## src/rtl/solve_result_collector.sv

```systemverilog
// Collects solved Othello results: aligns each result with its late context id,
// buffers records in a first-word-fall-through FIFO and keeps result statistics.
module solve_result_collector #(
  parameter int DEPTH    = 16,
  parameter int AW       = 4,
  parameter int AF_LEVEL = 12,
  parameter int CNT_W    = 16
) (
  input  logic             iCLOCK,
  input  logic             iRESET,
  input  logic             iSOLVED,
  input  logic [63:0]      iPLAYER,
  input  logic [63:0]      iOPPONENT,
  input  logic [7:0]       iRES,
  input  logic [4:0]       iCTX,
  input  logic             iCLEAR,
  output logic             oVALID,
  input  logic             iREADY,
  output logic [63:0]      oPLAYER,
  output logic [63:0]      oOPPONENT,
  output logic [7:0]       oRES,
  output logic [2:0]       oCTX,
  output logic [AW:0]      oCOUNT,
  output logic             oALMOST_FULL,
  output logic             oOVERFLOW,
  output logic             oRANGE_ERR,
  output logic [CNT_W-1:0] oWINS,
  output logic [CNT_W-1:0] oLOSSES,
  output logic [CNT_W-1:0] oDRAWS
);

  localparam int                RW         = 139;
  localparam logic [AW:0]       FULL_LEVEL = (AW+1)'(DEPTH);
  localparam logic [AW:0]       AF_THRESH  = (AW+1)'(AF_LEVEL);
  localparam logic [CNT_W-1:0]  CNT_MAX    = '1;
  localparam logic signed [7:0] RES_MAX    = 8'sd64;
  localparam logic signed [7:0] RES_MIN    = -8'sd64;

  logic              s1_v_q, s1_v_d;
  logic [63:0]       s1_player_q, s1_player_d;
  logic [63:0]       s1_opponent_q, s1_opponent_d;
  logic [7:0]        s1_res_q, s1_res_d;

  logic [RW-1:0]     mem_q [DEPTH];
  logic [RW-1:0]     mem_d [DEPTH];
  logic [AW-1:0]     wr_ptr_q, wr_ptr_d;
  logic [AW-1:0]     rd_ptr_q, rd_ptr_d;
  logic [AW:0]       count_q, count_d;

  logic              overflow_q, overflow_d;
  logic              range_err_q, range_err_d;
  logic [CNT_W-1:0]  wins_q, wins_d;
  logic [CNT_W-1:0]  losses_q, losses_d;
  logic [CNT_W-1:0]  draws_q, draws_d;

  logic              push_req;
  logic              push;
  logic              pop;
  logic              fifo_full;
  logic              fifo_empty;
  logic [RW-1:0]     record;
  logic [RW-1:0]     head;
  logic signed [7:0] res_s;
  logic              unused_ctx;

  // The context id arrives one cycle late, so the record is completed from
  // the align stage plus the live iCTX.
  assign push_req   = s1_v_q;
  assign record     = {s1_player_q, s1_opponent_q, s1_res_q, iCTX[2:0]};
  assign res_s      = s1_res_q;
  assign unused_ctx = ^iCTX[4:3];

  assign fifo_full  = (count_q == FULL_LEVEL);
  assign fifo_empty = (count_q == '0);
  assign pop        = !fifo_empty && iREADY;
  assign push       = push_req && (!fifo_full || pop);

  always_comb begin
    s1_v_d        = iSOLVED;
    s1_player_d   = s1_player_q;
    s1_opponent_d = s1_opponent_q;
    s1_res_d      = s1_res_q;
    if (iSOLVED) begin
      s1_player_d   = iPLAYER;
      s1_opponent_d = iOPPONENT;
      s1_res_d      = iRES;
    end
  end

  always_comb begin
    mem_d    = mem_q;
    wr_ptr_d = wr_ptr_q;
    rd_ptr_d = rd_ptr_q;
    count_d  = count_q;
    if (push) begin
      mem_d[wr_ptr_q] = record;
      wr_ptr_d        = wr_ptr_q + AW'(1);
    end
    if (pop) begin
      rd_ptr_d = rd_ptr_q + AW'(1);
    end
    case ({push, pop})
      2'b10:   count_d = count_q + (AW+1)'(1);
      2'b01:   count_d = count_q - (AW+1)'(1);
      default: count_d = count_q;
    endcase
  end

  // Statistics see every push request, including ones the full FIFO drops;
  // a coincident clear takes priority and the event goes uncounted.
  always_comb begin
    overflow_d  = overflow_q;
    range_err_d = range_err_q;
    wins_d      = wins_q;
    losses_d    = losses_q;
    draws_d     = draws_q;
    if (iCLEAR) begin
      overflow_d  = 1'b0;
      range_err_d = 1'b0;
      wins_d      = '0;
      losses_d    = '0;
      draws_d     = '0;
    end else if (push_req) begin
      if (fifo_full && !pop) begin
        overflow_d = 1'b1;
      end
      if (res_s > RES_MAX || res_s < RES_MIN) begin
        range_err_d = 1'b1;
      end
      if (res_s > 8'sd0) begin
        if (wins_q != CNT_MAX) wins_d = wins_q + CNT_W'(1);
      end else if (res_s < 8'sd0) begin
        if (losses_q != CNT_MAX) losses_d = losses_q + CNT_W'(1);
      end else begin
        if (draws_q != CNT_MAX) draws_d = draws_q + CNT_W'(1);
      end
    end
  end

  always_ff @(posedge iCLOCK or posedge iRESET) begin
    if (iRESET) begin
      s1_v_q        <= 1'b0;
      s1_player_q   <= '0;
      s1_opponent_q <= '0;
      s1_res_q      <= '0;
      mem_q         <= '{default: '0};
      wr_ptr_q      <= '0;
      rd_ptr_q      <= '0;
      count_q       <= '0;
      overflow_q    <= 1'b0;
      range_err_q   <= 1'b0;
      wins_q        <= '0;
      losses_q      <= '0;
      draws_q       <= '0;
    end else begin
      s1_v_q        <= s1_v_d;
      s1_player_q   <= s1_player_d;
      s1_opponent_q <= s1_opponent_d;
      s1_res_q      <= s1_res_d;
      mem_q         <= mem_d;
      wr_ptr_q      <= wr_ptr_d;
      rd_ptr_q      <= rd_ptr_d;
      count_q       <= count_d;
      overflow_q    <= overflow_d;
      range_err_q   <= range_err_d;
      wins_q        <= wins_d;
      losses_q      <= losses_d;
      draws_q       <= draws_d;
    end
  end

  assign head         = mem_q[rd_ptr_q];
  assign oVALID       = !fifo_empty;
  assign oPLAYER      = head[138:75];
  assign oOPPONENT    = head[74:11];
  assign oRES         = head[10:3];
  assign oCTX         = head[2:0];
  assign oCOUNT       = count_q;
  assign oALMOST_FULL = (count_q >= AF_THRESH);
  assign oOVERFLOW    = overflow_q;
  assign oRANGE_ERR   = range_err_q;
  assign oWINS        = wins_q;
  assign oLOSSES      = losses_q;
  assign oDRAWS       = draws_q;

endmodule
```

## config.mk

```make
export PLATFORM = sky130hd
export DESIGN_NAME = solve_result_collector
export DESIGN_NICKNAME = d
export VERILOG_FILES = /design/src/rtl/solve_result_collector.sv
export SDC_FILE = /design/constraint.sdc
export NUM_CORES = 2
export LEC_CHECK = 0
export BUFFER_PORTS_ARGS = -buffer_cell sky130_fd_sc_hd__buf_4
export CORE_MARGIN = 2
export CORE_UTILIZATION = 45
export CTS_CLUSTER_DIAMETER = 100
export DETAILED_ROUTE_END_ITERATION = 10
export HOLD_SLACK_MARGIN = 0.08
export SETUP_SLACK_MARGIN = 0.2
export SLEW_MARGIN = 20
export SYNTH_ARGS = -nofsm -noshare
export SYNTH_HDL_FRONTEND = slang
export SYNTH_SLANG_ARGS = --single-unit
export TNS_END_PERCENT = 20
```

## constraint.sdc

```tcl
create_clock -name iCLOCK -period 137.7 [get_ports iCLOCK]
set_input_delay 41.31 -clock iCLOCK [delete_from_list [all_inputs] [get_ports iCLOCK]]
set_output_delay 41.31 -clock iCLOCK [all_outputs]
set_load 0.01 [all_outputs]
```

==> impl_metrics.toml <==
[drt]
dr_total_vias = 58400
wl_per_cell_um = 26.4
drtPass1Iterations = 5
drcViolationCount = 0
drtIter0Drc = 3491
routed_wl_um = 266000
via_per_inst = 5.79
ant_nets = 0

[logic_synthesis]
syn-num-nets = 6704
syn_inst = 6546
synth_seq_cells = 2424
yosys-top-cells-area = "dfrtp_1, mux2_2, mux4_2"
yosysTopAreaCell = "dfrtp_1"
ys_seq_area_share_pct = 55.8
synth_edf_count = 0
ys.warnings.count = 0
yosysTopAreaCellShare_pct = 55.8
ys_async_sr_fraction_pct = 100
syn_area_sq_um = 109000
synthDistinctLibCells = 49
ys.flop_type = "dfrtp_1"
syn_avg_cell_area_sq_um = 16.6

[setup_path]
r2r-start = "oCOUNT[2]"
critPathMaxFanout = 38
rrSetupSlack_ns = 133.17
worst_ep_arrival_time_ns = 6.20
crit_path_end_kind = "output pin"
reg2reg_depth = 9
crit_required_ns = 96.39
r2r-end = "mem_q[1731]"
start_kind = "register"
crit_type = "register to output pin"

[timing]
min_period_over_period_pct = 34.5
fin_setup_tns_ns = 0
setup_viol = 0
layout_min_cycle_time_ns = 47.51
skew_ns = 0.0445
tightest_slew_ns = 1.16
hold_viol = 0
rsz0062_at_grt = "false"
drv_slew = 0
fmax_ghz = 0.0210
relSlewSlack_pct = 22.7

[clock_network]
cts_buffers = 287
htree_levels = 5
cts-root-buf = "clkbuf_16"
clk-insertion-delay-late_ns = 0.90
cts_hold_buf = 0
cts.sinks = 2424
ctsLongestPathBuffers = 4
cts_resized = 0
cts_tree = "yes"
post_cts_buffers = 0
clkSlewWorstSetupHoldPaths_ns = 0.06

[global_route]
grt_pass1_wl_um = 408000
grt_max_degree = 170
grt_pass1_vias = 63100
antenna_found_initial = 12
grt_usage_pct = 21.9
grt-ovfl-total = 0

[die]
die_area_sq_um = 246000
fp.dieH_um = 496
fp-row-count = 180
start_util_pct = 45.2
die_w_um = 496
core_area_sq_um = 241000
ios = 342

[finish]
final_layout_size_suffix_gt1_share_pct = 53.9
final_core_util_pct = 50.8
area_growth_pct = 12.3
layout.nets = 6859

[placement]
gp_congestion = 0.736
io_buffers = 339
hpwl_um = 142000

[outcome]
status = "finished clean"

[hold_path]
min_path_cells = 1
min_path_type = "register to register"
hold_end = "mem_q[556]"
min-delay-start = "mem_q[556]"

[power_and_ir_drop]
p_per_area_nw_per_um2 = 25.2
peakVddDrop_v = 0.0000199
leakage_nw = 52.8

[run]
drv_cap = 0
[sequential cells by signal, indices dropped and copies added (netlist names)]
register / flops
mem_q: 2224
s1_opponent_q: 64
s1_player_q: 64
oDRAWS: 16
oLOSSES: 16
oWINS: 16
res_s: 8
oCOUNT: 5
rd_ptr_q: 4
wr_ptr_q: 4
oOVERFLOW: 1
oRANGE_ERR: 1
push_req: 1
[kinds of logic after synthesis]
kind of cell	share of synthesized area, %
AOI/OAI and AO/OA	0.903
xor gates and xnor gates	0.306
adders and majority gates	0.138
buffers and inverters	3.35
DFF	55.8
muxes	38.3
and+or+nand+nor	1.29
[worst max-delay path by stage]
stage	startpoint	endpoint	cells after the start
after global placement	iRESET	mem_q[1078]	8
after global routing	rd_ptr_q[0]	oOPPONENT[27]	9
final	rd_ptr_q[0]	oOPPONENT[27]	9
after detailed placement	iRESET	mem_q[1078]	8
after floorplan	iRESET	mem_q[0]	1
after CTS	rd_ptr_q[0]	oOPPONENT[27]	9
[per-layer routing]
metal | GRT usage [%] | vias up | wire length, um
met2 | 35.7 | 999 | 129000
li1 | - | 24700 | -
met4 | 5.90 | 14 | 6560
met1 | 30.6 | 32200 | 119000
met3 | 3.73 | 421 | 11300
met5 | 0 | - | 87
[cell usage in the layout, fill, tap and decap left out, drive strengths merged, types with 22 or more instances in the layout]
cell type | netlist | routed
nand4 | 24 | 24
mux2i | 57 | 57
nor2 | 50 | 50
clkbuf | 287 | 424
nand2 | 26 | 26
a211oi | 58 | 58
dfrtp | 2424 | 2424
a21oi | 72 | 72
buf | 304 | 457
mux4 | 640 | 640
clkinv | 0 | 31
xnor2 | 22 | 22
mux2 | 2366 | 2366
nor2b | 61 | 61
nand3 | 26 | 26
[per-stage QoR]
step	instances	cell area, sq um	hold slack, ns	power [mW]	worst slack [ns]
2_1_floorplan	6546	109000	0.452	2.04	27.88
3_3_place_gp	9596	113000	0.463	2.33	90.55
3_5_place_dp	9596	113000	0.471	2.37	90.29
4_1_cts	10100	122000	0.484	3.13	89.86
5_1_grt	10100	122000	0.492	3.26	89.53
6_report	10100	122000	0.479	3.08	90.19
[report_power, final]
group | internal (mW) | leakage (nW) | total [mW] | switching [mW]
combinational | 0.666 | 18.2 | 1.13 | 0.460
clock | 0.454 | 4.58 | 0.747 | 0.293
sequential | 1.03 | 30.0 | 1.21 | 0.178
[Yosys cell counts, types with 23 or more instances]
| library cell | instances |
|---|---|
| a211oi_1 | 58 |
| a21oi_1 | 72 |
| buf_1 | 46 |
| buf_2 | 55 |
| buf_4 | 54 |
| buf_6 | 148 |
| clkbuf_1 | 287 |
| dfrtp_1 | 2424 |
| mux2_1 | 201 |
| mux2_2 | 2165 |
| mux2i_1 | 57 |
| mux4_2 | 640 |
| nand2_1 | 23 |
| nand4_1 | 23 |
| nor2_1 | 50 |
| nor2b_1 | 61 |
[worst max-delay path, stage by stage (launching register included)]
cell and delay (ns):
dfrtp_4 0.88, buf_4 0.77, buf_4 0.67, buf_4 0.77, buf_4 0.74, mux4_2 0.60, nor2b_1 0.15, a211oi_1 0.27
a21oi_1 0.15, buf_4 0.23
[area by class of cell]
| type | count | area, sq um |
|---|---|---|
| diodes | 2 | 5.00 |
| clock buffers | 424 | 8600 |
| inverters | 9 | 41.3 |
| multi-input cells | 3522 | 44600 |
| clock inverters | 55 | 653 |
| fillers | 20100 | 118000 |
| flip-flops and latches | 2424 | 60700 |
| well taps | 3185 | 3990 |
| repair buffers | 457 | 3650 |
(Power assumes the default switching activity.)
